**src/rtl/viterbi_pkg.sv**
```systemverilog
// Shared types and constants for the Viterbi byte framer and its byte FIFO.
package viterbi_pkg;
  localparam int BYTE_W        = 8;
  localparam int VIT_TAIL_BITS = 6;

  typedef enum logic [1:0] {
    FR_IDLE    = 2'd0,
    FR_PAYLOAD = 2'd1,
    FR_TAIL    = 2'd2,
    FR_DRAIN   = 2'd3
  } fr_state_e;
endpackage

```
**src/rtl/viterbi_byte_framer_if.sv**
```systemverilog
// Bit-in / byte-out streaming bundle between traceback, framer and byte sink.
// Handshake: a transfer happens on a rising edge where valid and ready are both high;
// valid never waits on ready, and a producer holds its data stable until the transfer.
interface viterbi_byte_framer_if;
  import viterbi_pkg::*;

  logic              bit_i;
  logic              bit_valid_i;
  logic              bit_ready_o;
  logic [BYTE_W-1:0] byte_o;
  logic              byte_valid_o;
  logic              byte_ready_i;

  modport slave (
    input  bit_i, bit_valid_i, byte_ready_i,
    output bit_ready_o, byte_o, byte_valid_o
  );

  modport master (
    output bit_i, bit_valid_i, byte_ready_i,
    input  bit_ready_o, byte_o, byte_valid_o
  );
endinterface

```
**src/rtl/sync_byte_fifo.sv**
```systemverilog
// Single-clock byte FIFO with first-word fall-through head and synchronous flush.
module sync_byte_fifo
  import viterbi_pkg::*;
#(
  parameter int DEPTH = 4
) (
  input  logic              clk,
  input  logic              rst,
  input  logic              flush,
  input  logic              push,
  input  logic [BYTE_W-1:0] push_data,
  input  logic              pop,
  output logic [BYTE_W-1:0] head,
  output logic              full,
  output logic              empty
);
  localparam int AW = (DEPTH > 1) ? $clog2(DEPTH) : 1;

  logic [AW-1:0]     wr_ptr_q, wr_ptr_d;
  logic [AW-1:0]     rd_ptr_q, rd_ptr_d;
  logic [AW:0]       count_q, count_d;
  logic [BYTE_W-1:0] mem_q [DEPTH];
  logic              do_push, do_pop;

  assign full    = (count_q == (AW+1)'(DEPTH));
  assign empty   = (count_q == '0);
  assign do_push = push && !full;
  assign do_pop  = pop && !empty;
  // An empty FIFO presents zero rather than a stale entry.
  assign head    = empty ? '0 : mem_q[rd_ptr_q];

  always_comb begin
    wr_ptr_d = wr_ptr_q;
    rd_ptr_d = rd_ptr_q;
    count_d  = count_q;
    if (flush) begin
      wr_ptr_d = '0;
      rd_ptr_d = '0;
      count_d  = '0;
    end else begin
      if (do_push) wr_ptr_d = wr_ptr_q + 1'b1;
      if (do_pop)  rd_ptr_d = rd_ptr_q + 1'b1;
      case ({do_push, do_pop})
        2'b10:   count_d = count_q + 1'b1;
        2'b01:   count_d = count_q - 1'b1;
        default: count_d = count_q;
      endcase
    end
  end

  always_ff @(posedge clk) begin
    if (rst) begin
      wr_ptr_q <= '0;
      rd_ptr_q <= '0;
      count_q  <= '0;
    end else begin
      wr_ptr_q <= wr_ptr_d;
      rd_ptr_q <= rd_ptr_d;
      count_q  <= count_d;
    end
  end

  always_ff @(posedge clk) begin
    if (do_push && !flush) mem_q[wr_ptr_q] <= push_data;
  end
endmodule

```
**src/rtl/viterbi_byte_framer.sv**
```systemverilog
// Packs decoded Viterbi bits LSB-first into bytes for one frame, drops the
// encoder tail bits, and queues payload bytes for the downstream sink.
module viterbi_byte_framer
  import viterbi_pkg::*;
#(
  parameter int TAIL_BITS  = VIT_TAIL_BITS,
  parameter int FIFO_DEPTH = 4,
  parameter int LEN_W      = 16
) (
  input  logic                  clk,
  input  logic                  rst,
  input  logic                  start_i,
  input  logic                  abort_i,
  input  logic [LEN_W-1:0]      frame_len_i,
  viterbi_byte_framer_if.slave  bus,
  output logic                  busy_o,
  output logic                  frame_done_o,
  output fr_state_e             state_o
);
  localparam int TCW = (TAIL_BITS > 1) ? $clog2(TAIL_BITS) : 1;

  fr_state_e         state_q, state_d;
  logic [LEN_W-1:0]  len_q, len_d;
  logic [LEN_W-1:0]  byte_cnt_q, byte_cnt_d;
  logic [2:0]        bit_cnt_q, bit_cnt_d;
  logic [BYTE_W-1:0] shreg_q, shreg_d;
  logic [TCW-1:0]    tail_cnt_q, tail_cnt_d;

  logic              fifo_full, fifo_empty;
  logic              fifo_push, fifo_flush;
  logic [BYTE_W-1:0] push_data;
  logic              bit_ready, bit_accept, done;

  // Ready comes from registered state only, so a same-cycle pop never raises it.
  assign bit_ready  = ((state_q == FR_PAYLOAD) && !fifo_full) || (state_q == FR_TAIL);
  assign bit_accept = bus.bit_valid_i && bit_ready;
  // The eighth bit goes straight into the pushed byte rather than through shreg.
  assign push_data  = {bus.bit_i, shreg_q[BYTE_W-2:0]};

  always_comb begin
    state_d    = state_q;
    len_d      = len_q;
    byte_cnt_d = byte_cnt_q;
    bit_cnt_d  = bit_cnt_q;
    shreg_d    = shreg_q;
    tail_cnt_d = tail_cnt_q;
    fifo_push  = 1'b0;
    fifo_flush = 1'b0;
    done       = 1'b0;

    case (state_q)
      FR_IDLE: begin
        if (start_i) begin
          len_d      = frame_len_i;
          byte_cnt_d = '0;
          bit_cnt_d  = '0;
          tail_cnt_d = '0;
          shreg_d    = '0;
          if (frame_len_i != '0)  state_d = FR_PAYLOAD;
          else if (TAIL_BITS != 0) state_d = FR_TAIL;
          else                     state_d = FR_DRAIN;
        end
      end
      FR_PAYLOAD: begin
        if (bit_accept) begin
          shreg_d[bit_cnt_q] = bus.bit_i;
          bit_cnt_d          = bit_cnt_q + 1'b1;
          if (bit_cnt_q == 3'd7) begin
            fifo_push  = 1'b1;
            byte_cnt_d = byte_cnt_q + 1'b1;
            if ((byte_cnt_q + 1'b1) == len_q) begin
              if (TAIL_BITS != 0) state_d = FR_TAIL;
              else                state_d = FR_DRAIN;
            end
          end
        end
      end
      FR_TAIL: begin
        if (bit_accept) begin
          if (tail_cnt_q == TCW'(TAIL_BITS - 1)) begin
            tail_cnt_d = '0;
            state_d    = FR_DRAIN;
          end else begin
            tail_cnt_d = tail_cnt_q + 1'b1;
          end
        end
      end
      FR_DRAIN: begin
        if (fifo_empty) begin
          done    = 1'b1;
          state_d = FR_IDLE;
        end
      end
      default: state_d = FR_IDLE;
    endcase

    // Abort overrides everything, including a start in the same cycle.
    if (abort_i) begin
      state_d    = FR_IDLE;
      byte_cnt_d = '0;
      bit_cnt_d  = '0;
      tail_cnt_d = '0;
      shreg_d    = '0;
      fifo_push  = 1'b0;
      fifo_flush = 1'b1;
      done       = 1'b0;
    end
  end

  always_ff @(posedge clk) begin
    if (rst) begin
      state_q    <= FR_IDLE;
      len_q      <= '0;
      byte_cnt_q <= '0;
      bit_cnt_q  <= '0;
      shreg_q    <= '0;
      tail_cnt_q <= '0;
    end else begin
      state_q    <= state_d;
      len_q      <= len_d;
      byte_cnt_q <= byte_cnt_d;
      bit_cnt_q  <= bit_cnt_d;
      shreg_q    <= shreg_d;
      tail_cnt_q <= tail_cnt_d;
    end
  end

  sync_byte_fifo #(.DEPTH(FIFO_DEPTH)) u_fifo (
    .clk       (clk),
    .rst       (rst),
    .flush     (fifo_flush),
    .push      (fifo_push),
    .push_data (push_data),
    .pop       (bus.byte_ready_i),
    .head      (bus.byte_o),
    .full      (fifo_full),
    .empty     (fifo_empty)
  );

  assign bus.bit_ready_o  = bit_ready;
  assign bus.byte_valid_o = !fifo_empty;
  assign busy_o           = (state_q != FR_IDLE);
  assign frame_done_o     = done;
  assign state_o          = state_q;
endmodule
```
**src/flat_wrapper.sv**
```systemverilog
// flat-port wrapper written by rule: the top's interface ports become plain ports
module viterbi_byte_framer_flat import viterbi_pkg::*;
#(
  parameter int TAIL_BITS  = VIT_TAIL_BITS,
  parameter int FIFO_DEPTH = 4,
  parameter int LEN_W      = 16
)
  (clk, rst, start_i, abort_i, frame_len_i, busy_o, frame_done_o, state_o, bus_bit_i, bus_bit_valid_i, bus_byte_ready_i, bus_bit_ready_o, bus_byte_o, bus_byte_valid_o);
  viterbi_byte_framer_if bus_i ();
  input  logic clk;
  input  logic rst;
  input  logic start_i;
  input  logic abort_i;
  input  logic [LEN_W-1:0] frame_len_i;
  output logic busy_o;
  output logic frame_done_o;
  output fr_state_e state_o;
  input wire logic [$bits(bus_i.bit_i)-1:0] bus_bit_i;
  input wire logic [$bits(bus_i.bit_valid_i)-1:0] bus_bit_valid_i;
  input wire logic [$bits(bus_i.byte_ready_i)-1:0] bus_byte_ready_i;
  output wire logic [$bits(bus_i.bit_ready_o)-1:0] bus_bit_ready_o;
  output wire logic [$bits(bus_i.byte_o)-1:0] bus_byte_o;
  output wire logic [$bits(bus_i.byte_valid_o)-1:0] bus_byte_valid_o;
  assign bus_i.bit_i = bus_bit_i;
  assign bus_i.bit_valid_i = bus_bit_valid_i;
  assign bus_i.byte_ready_i = bus_byte_ready_i;
  assign bus_bit_ready_o = bus_i.bit_ready_o;
  assign bus_byte_o = bus_i.byte_o;
  assign bus_byte_valid_o = bus_i.byte_valid_o;
  viterbi_byte_framer #(.TAIL_BITS(TAIL_BITS), .FIFO_DEPTH(FIFO_DEPTH), .LEN_W(LEN_W)) u_core (.clk(clk), .rst(rst), .start_i(start_i), .abort_i(abort_i), .frame_len_i(frame_len_i), .bus(bus_i), .busy_o(busy_o), .frame_done_o(frame_done_o), .state_o(state_o));
endmodule
```
**config.mk**
```make
export PLATFORM = sky130hd
export DESIGN_NAME = viterbi_byte_framer_flat
export DESIGN_NICKNAME = d
export VERILOG_FILES = /design/src/rtl/viterbi_pkg.sv /design/src/rtl/viterbi_byte_framer_if.sv /design/src/rtl/sync_byte_fifo.sv /design/src/rtl/viterbi_byte_framer.sv /design/src/flat_wrapper.sv
export SDC_FILE = /design/constraint.sdc
export NUM_CORES = 1
export LEC_CHECK = 0
export BUFFER_PORTS_ARGS = -buffer_cell sky130_fd_sc_hd__buf_2
export CAP_MARGIN = 40
export CORE_MARGIN = 1.5
export CORE_UTILIZATION = 55
export DETAILED_ROUTE_END_ITERATION = 6
export PLACE_DENSITY = 0.74
export REMOVE_ABC_BUFFERS = 1
export SKIP_LAST_GASP = 1
export SLEW_MARGIN = 15
export SYNTH_ARGS = -nofsm -noshare
export SYNTH_HDL_FRONTEND = slang
export SYNTH_SLANG_ARGS = --single-unit
```
**constraint.sdc**
```tcl
create_clock -name clk -period 2.82 [get_ports clk]
set_input_delay 0.564 -clock clk [delete_from_list [all_inputs] [get_ports clk]]
set_output_delay 0.564 -clock clk [all_outputs]
set_load 0.02 [all_outputs]
```
==> results of run 1 <==
## layout make-up
type | count | area (um2) | area share
clock buffers | 9 | 123.9 | 0.02515
clock inverters | 7 | 77.57 | 0.01575
inverters | 13 | 48.80 | 0.009906
multi-input cells | 333 | 2156 | 0.4376
well taps | 102 | 127.6 | 0.02591
flip-flops and latches | 88 | 2085 | 0.4232
repair buffers | 53 | 307.8 | 0.06248
## power by group through the flow
stage / Combinational (mW) / Clock, mW / Sequential (mW)
after global placement: 0.323 / 0 / 1.38
after CTS: 0.332 / 0.894 / 1.36
final: 0.340 / 0.885 / 1.36
after floorplan: 0.218 / 0 / 1.38
after detailed placement: 0.331 / 0 / 1.39
after global routing: 0.378 / 0.949 / 1.36
## critical path: cells and delay by family, from the launching register on
kind / cells / cell delay, ns
flip-flops: 1 / 0.39
adder cells (fa/ha/maj): 1 / 0.26
AND/OR/NAND/NOR: 3 / 1.13
AO/OA/AOI/OAI: 3 / 0.63
buffers and inverters: 2 / 0.20
## placed cells by master (no fill, tap or decap), types with 3 or more instances in the layout
cell type	n
or3_1	6
xnor2_1	13
nand2_1	57
nor4_1	6
a211oi_1	3
mux2i_1	4
mux4_2	8
nor3_1	7
nand4_1	6
or4_1	3
buf_4	17
nor2b_1	5
nand2b_1	4
dfxtp_1	54
a31oi_1	3
a21o_1	4
a21oi_1	48
o21ai_0	21
xor2_1	11
nand3_1	13
a22oi_1	6
buf_2	36
and2_1	15
ha_1	12
a21boi_0	3
edfxtp_1	32
nand3b_1	3
clkbuf_8	9
nor2_1	39
inv_1	13
## per-layer routing
metal / GRT usage / share of wire / routed length (um)
met2: 0.4112 / 0.51 / 4639
met4: 0.08590 / 0.012 / 113
met5: 0 / 0 / 0
met3: 0.03530 / 0.041 / 376
met1: 0.2827 / 0.44 / 3983
## state kept, by name, indices dropped and copies added, names as in the netlist, named ones only
register	flops
u_core.bit_cnt_q	3
u_core.byte_cnt_q	16
u_core.len_q	16
u_core.shreg_q	7
u_core.state_o	2
u_core.tail_cnt_q	3
u_core.u_fifo.count_q	3
u_core.u_fifo.mem_q	32
u_core.u_fifo.rd_ptr_q	2
u_core.u_fifo.wr_ptr_q	2
## cell families (layout without fill, tap and decap cells)
group | count (synthesis) | in the layout
adder cells (fa/ha/maj) | 13 | 13
multiplexers | 12 | 12
buffers and inverters | 41 | 82
XOR/XNOR | 24 | 24
AO/OA/AOI/OAI | 101 | 101
flip-flops | 88 | 88
AND/OR/NAND/NOR | 183 | 183
## through the flow
| step | utilization | setup slack [ns] | cell area [um2] |
|---|---|---|---|
| floorplan | - | -0.1797 | 4280 |
| global placement | 0.6093 | 0.2144 | 4708 |
| detailed placement | 0.6093 | 0.07233 | 4708 |
| CTS | 0.6354 | 0.02641 | 4910 |
| global route | 0.6375 | -0.01615 | 4926 |
| finish | 0.6375 | 0.1075 | 4926 |
## path summary, 6_finish.rpt
check / startpoint / to / slack (ns) / depth (start not counted)
worst max-delay path: u_core.state_o[0]$_SDFFE_PP0P_ / u_core.state_o[1]$_SDFFE_PP0P_ / 0.11 / 9
worst min-delay path: frame_len_i[4] / u_core.len_q[4]$_SDFFE_PP0P_ / 0.45 / 3
worst max register to register: u_core.state_o[0]$_SDFFE_PP0P_ / u_core.state_o[1]$_SDFFE_PP0P_ / 0.11 / 9
worst min register to register: u_core.len_q[8]$_SDFFE_PP0P_ / u_core.len_q[8]$_SDFFE_PP0P_ / 0.47 / 2
## repair_timing
action,in CTS,in global routing
gates resized for setup,0,3
buffers inserted,0,1
endpoints found under the setup margin,0,2
==> results.tsv, run 1 <==
stage	metric	value	unit
logic_synthesis	synth_seq_cells	88	
cts	htreeDepth	3	
drt	vias	3471	
cells_and_area	stdcell_count	605	
cts	cts_tree	built	
logic_synthesis	synth.distinct_cells	55	
global_routing	grt_pass1_wl	15750	um
logic_synthesis	synth_enable_flop_cells	32	
sta	post-route-min-period	2.713	ns
drt	drtIter0Drc	194	
worst_hold_path	hp-class	in2reg	
drt	post_drt_via_cell_ratio	5.737	
sta	slew_headroom	0.4818	
setup_path	crit_required	3.09	ns
logic_synthesis	synthSimpleGateAreaFrac	0.2147	
global_routing	grt_pass1_vias	3425	
setup_path	cpMaxStageDelayCell	or4_1	
floorplanning	die_y	92.39	um
place	portBuffers	36	
sta	finalSetupTns	0	ns
floorplanning	core_area	7727	um2
power_and_ir_drop	p_sw	0.6989	mW
global_routing	antenna_found_initial	0	
cells_and_area	area_delta_synth_final	12.10	%
floorplanning	rows	32	
sta	finClkSkew	0.01393	ns
setup_path	max_stage_delay	0.53	ns
logic_synthesis	synth_top_area_frac	0.2551	
logic_synthesis	ys_seq_area_frac	0.4738	
place	dp.cells	588	
logic_synthesis	ys_top_cells_by_area	dfxtp_1 26%, edfxtp_1 22%, a21oi_1 5.5%	
sta	worstMarginPinSlew	0.7773	ns
cells_and_area	n_antenna_cell	0	
floorplanning	num_io_pins	37	
setup_path	critPathCaptureType	flip-flop	
setup_path	crit_chain	inv_1 > ha_1 > inv_1 > a2bb2oi_2 > nand4_1 > or4_1 > or4_4 > o221a_1 > a211oi_2	
cts	cts_buffers	9	
cts	clk_pin_slew	0.09	ns
cells_and_area	nFillCells	618	
sta	finalMaxSlewViolations	0	
outcome	status	finished, final reports clean	
power_and_ir_drop	internal_power	1.883	mW
sta	fin_hold_ws	0.4490	ns
logic_synthesis	synth.most_common_cell	nand2_1	
cts	clock_latency	0.36	ns
setup_path	start_kind	flip-flop	
cts	cts.sinks	88	
logic_synthesis	synth_compound_area_frac	0.1378	
power_and_ir_drop	power.density	524.1	nW/um2
drt	drc	0	
power_and_ir_drop	p_leak	1.810	nW
cells_and_area	drive_above_1_share	0.1829	
logic_synthesis	syn_area_per_cell	9.511	um2
cts	cts_hold_repair.buffers	0	
global_routing	grt_max_degree	41	
sta	hold_viol_final	0	
power_and_ir_drop	comb_power_share	0.132	
sta	period_share	0.9619	
logic_synthesis	synth-async-reset-ratio	0	
logic_synthesis	synthMuxAreaShare	0.05011	
drt	dr.pass1.iters	4	
power_and_ir_drop	irDropWorstVdd	0.2644	mV
place	place_hpwl	6803	um
global_routing	track_usage	0.2316	
logic_synthesis	synth_top_family_by_area	simple AND/OR/NAND/NOR gates	
logic_synthesis	synthTopCellsByCount	57 x nand2_1, 56 x dfxtp_1, 48 x a21oi_1, 39 x nor2_1, 32 x edfxtp_1	
drt	post_drt_wl_per_cell	15.06	um
logic_synthesis	synth_top_area_cell	dfxtp_1	
logic_synthesis	yosysWarnings	0	
logic_synthesis	syn_inst	462	
floorplanning	initial_core_util	0.5687	
power_and_ir_drop	switching_share	0.2707	
cells_and_area	nets	534	
drt	ant_nets	0	
cts	cts-root-buf	clkbuf_8	
power_and_ir_drop	power	2.582	mW
setup_path	critPathMaxFanout	5	
power_and_ir_drop	p_clk_frac	0.343	
setup_path	path_class	reg2reg	
logic_synthesis	synth_ff_type	dfxtp_1	
logic_synthesis	synthAdderAreaFrac	0.03872	
floorplanning	die_w	92.39	um
setup_path	crit_arrival	2.98	ns
logic_synthesis	synth_xor_area_frac	0.04784	
flow_run	maxCapViolCount	0	
sta	setup_viol	0	
setup_path	timing.critical_path.mode_cell	inv_1	
global_routing	gr-total-overflow	0	
power_and_ir_drop	power_frac_seq	0.525	
cts	cts.path.max_buffers	2	
floorplanning	die-area	8535	um2
drt	wirelength	9112	um
logic_synthesis	netlist_area	4394	um2
place	gp_congestion	0.8884	
sta	max_freq	368.7	MHz
Power figures use the tool's default switching activity.
==> run 2, diff against run 1 <==
- ABC_AREA: unset -> 0
- CORE_UTILIZATION: 55 -> 30
- PLACE_DENSITY: 0.74 -> unset
==> run 2 against run 1 <==
Total power increased by 11%; routed wire length is 4.0% higher; sequential power about the same; utilization shrank 28 points; maximum frequency rose by 1.1%; cell area is 4.2% higher; global-route usage down 10 points; critical endpoint unchanged; largest cell class unchanged; highest routed layer unchanged.
==> results.tsv, run 2 (same netlist as run 1, synthesis figures left out) <==
stage	metric	value	unit	change
global_routing	grt_pass1_wl	15660	um	-0.61%
cts	clk_pin_slew	0.07	ns	-0.02 ns
setup_path	max_stage_delay	0.53	ns	about the same
global_routing	track_usage	0.1310		-0.1007
sta	worstMarginPinSlew	0.8165	ns	+0.03921 ns
drt	post_drt_wl_per_cell	13.76	um	-8.6%
floorplanning	num_io_pins	37		unchanged
flow_run	maxCapViolCount	0		unchanged
cells_and_area	drive_above_1_share	0.1842		+0.001256
cells_and_area	largestRegisters	u_core.u_fifo.mem_q: 32 flops, u_core.byte_cnt_q: 16 flops, u_core.len_q: 16 flops		
outcome	status	finished, final reports clean		
cts	cts.sinks	88		unchanged
setup_path	crit_family	simple AND/OR/NAND/NOR gates		
drt	vias	3439		-0.92%
drt	wirelength	9480	um	+4.0%
setup_path	crit_required	3.08	ns	about the same
global_routing	gr-total-overflow	0		unchanged
setup_path	crit_chain	inv_1 > ha_1 > inv_1 > a2bb2oi_1 > nand4_1 > or4_1 > or4_4 > o221a_1 > a211oi_2		
cts	cts_tree	built		
floorplanning	initial_core_util	0.3046		-0.2640
cells_and_area	n_antenna_cell	0		unchanged
setup_path	critPathMaxFanout	5		unchanged
worst_hold_path	hp-class	in2reg		
sta	period_share	0.9513		-0.01059
floorplanning	die_w	124.0	um	+34%
setup_path	path_depth	9		unchanged
place	place_hpwl	6798	um	about the same
setup_path	crit_start	u_core.state_o[0]$_SDFFE_PP0P_		
global_routing	grt_pass1_vias	3249		-5.1%
power_and_ir_drop	p_leak	1.867	nW	+3.1%
cts	cts_buffers	9		unchanged
floorplanning	die-area	15380	um2	+80%
sta	slew_headroom	0.4557		-0.02614
sta	post-route-min-period	2.683	ns	-0.02987 ns
cells_and_area	final_common_cell	nand2_1		
setup_path	r2r_cells	9		unchanged
place	portBuffers	36		unchanged
sta	fin_hold_ws	0.4677	ns	+0.01871 ns
setup_path	critPathCaptureType	flip-flop		
setup_path	path_buf_inv	2		unchanged
sta	finalMaxSlewViolations	0		unchanged
cells_and_area	area_delta_synth_final	16.83	%	
global_routing	antenna_found_initial	0		unchanged
power_and_ir_drop	power.density	558.0	nW/um2	+6.5%
setup_path	rrSetupSlack	0.14	ns	+0.03 ns
global_routing	grt_max_degree	41		unchanged
cts	cts_hold_repair.buffers	0		unchanged
floorplanning	rows	44		+38%
cells_and_area	nFillCells	1487		+140%
setup_path	r2r-end	u_core.state_o[1]$_SDFFE_PP0P_		
drt	post_drt_via_cell_ratio	4.991		-13%
floorplanning	die_y	124.0	um	+34%
setup_path	path_class	reg2reg		
setup_path	timing.critical_path.mode_cell	inv_1		
cells_and_area	nets	536		+0.37%
worst_hold_path	min_from	bus_bit_i		
place	gp_congestion	0.8369		-5.8%
setup_path	start_kind	flip-flop		
sta	finClkSkew	0.006062	ns	-0.007864 ns
drt	dr.pass1.iters	4		unchanged
cts	htreeDepth	3		unchanged
cts	cts-root-buf	clkbuf_16		
drt	ant_nets	0		unchanged
setup_path	crit_arrival	2.94	ns	-0.04 ns
cells_and_area	final_cell_mix	57 x nand2_1, 56 x dfxtp_1, 48 x a21oi_1		
cells_and_area	largest_reg_flops	32		unchanged
setup_path	cpMaxStageDelayCell	or4_1		
worst_hold_path	hold_depth	1		-2
sta	hold_viol_final	0		unchanged
cts	clock_latency	0.34	ns	-0.02 ns
drt	drc	0		unchanged
setup_path	reg2reg_from	u_core.state_o[0]$_SDFFE_PP0P_		
worst_hold_path	holdPathEnd	u_core.u_fifo.mem_q[3][7]$_DFFE_PP_		
cells_and_area	largest-register	u_core.u_fifo.mem_q		
sta	rsz0062_at_grt	no		
power_and_ir_drop	irDropWorstVdd	0.3443	mV	+30%
drt	drtIter0Drc	177		-8.8%
floorplanning	core_area	14420	um2	+87%
sta	max_freq	372.8	MHz	+1.1%
sta	setup_viol	0		unchanged
cells_and_area	final_core_util	0.3559		-0.2816
cts	cts.path.max_buffers	2		unchanged
run 2: cell count changes in the layout (fill, tap and decap cells not counted), moves of 2 or more:
cell / before / now
clkbuf_16: 0 / 9
clkbuf_8: 9 / 0
inv_8: 1 / 4
buf_4: 17 / 19
dfxtp_1: 54 / 56
dfxtp_2: 2 / 0
run 2: where the power goes:
part | leakage (nW) | internal (mW) | switching (mW)
registers | 0.769 | 1.33 | 0.0240
logic | 0.954 | 0.133 | 0.210
clock network | 0.143 | 0.625 | 0.541
total | 1.87 | 2.09 | 0.775
run 2: cell type report:
class	instances	area [um2]	area share
Sequential cell	88	2082	0.4056
Inverter	13	48.80	0.009505
Clock inverter	7	70.07	0.01365
Timing Repair Buffer	55	322.8	0.06288
Tap cell	184	230.2	0.04485
Multi-Input combinational cell	333	2155	0.4197
Clock buffer	9	225.2	0.04387
run 2: metrics by stage:
step           setup WS (ns)  instance area (um2)  power, mW  cells  TNS, ns
2_1_floorplan        -0.1797                 4280      1.600    434  -0.2398
3_3_place_gp          0.1877                 4826      1.714    672        0
3_5_place_dp          0.1151                 4826      1.719    672        0
4_1_cts              0.08546                 5121      2.884    688        0
5_1_grt              0.02759                 5134      2.975    689        0
6_report              0.1373                 5134      2.864    689        0
run 2: what timing repair did:
item	4_1_cts	5_1_grt
buffers inserted	0	1
resized for setup	0	1
endpoints found under the setup margin	0	3
run 2: worst max path at each step:
stage                     slack, ns                            endpoint
after floorplan               -0.18  u_core.byte_cnt_q[15]$_SDFFE_PP0P_
after global placement         0.19      u_core.state_o[1]$_SDFFE_PP0P_
after detailed placement       0.12      u_core.state_o[1]$_SDFFE_PP0P_
after CTS                      0.09      u_core.state_o[1]$_SDFFE_PP0P_
after global routing           0.03      u_core.state_o[1]$_SDFFE_PP0P_
final                          0.14      u_core.state_o[1]$_SDFFE_PP0P_
run 2: per-layer routing:
layer,track usage,wire (um),up-vias
li1,-,-,1721
met1,0.1620,4469,1636
met2,0.2241,4482,69
met3,0.02976,355,13
met4,0.04616,172,0
met5,0,0,-
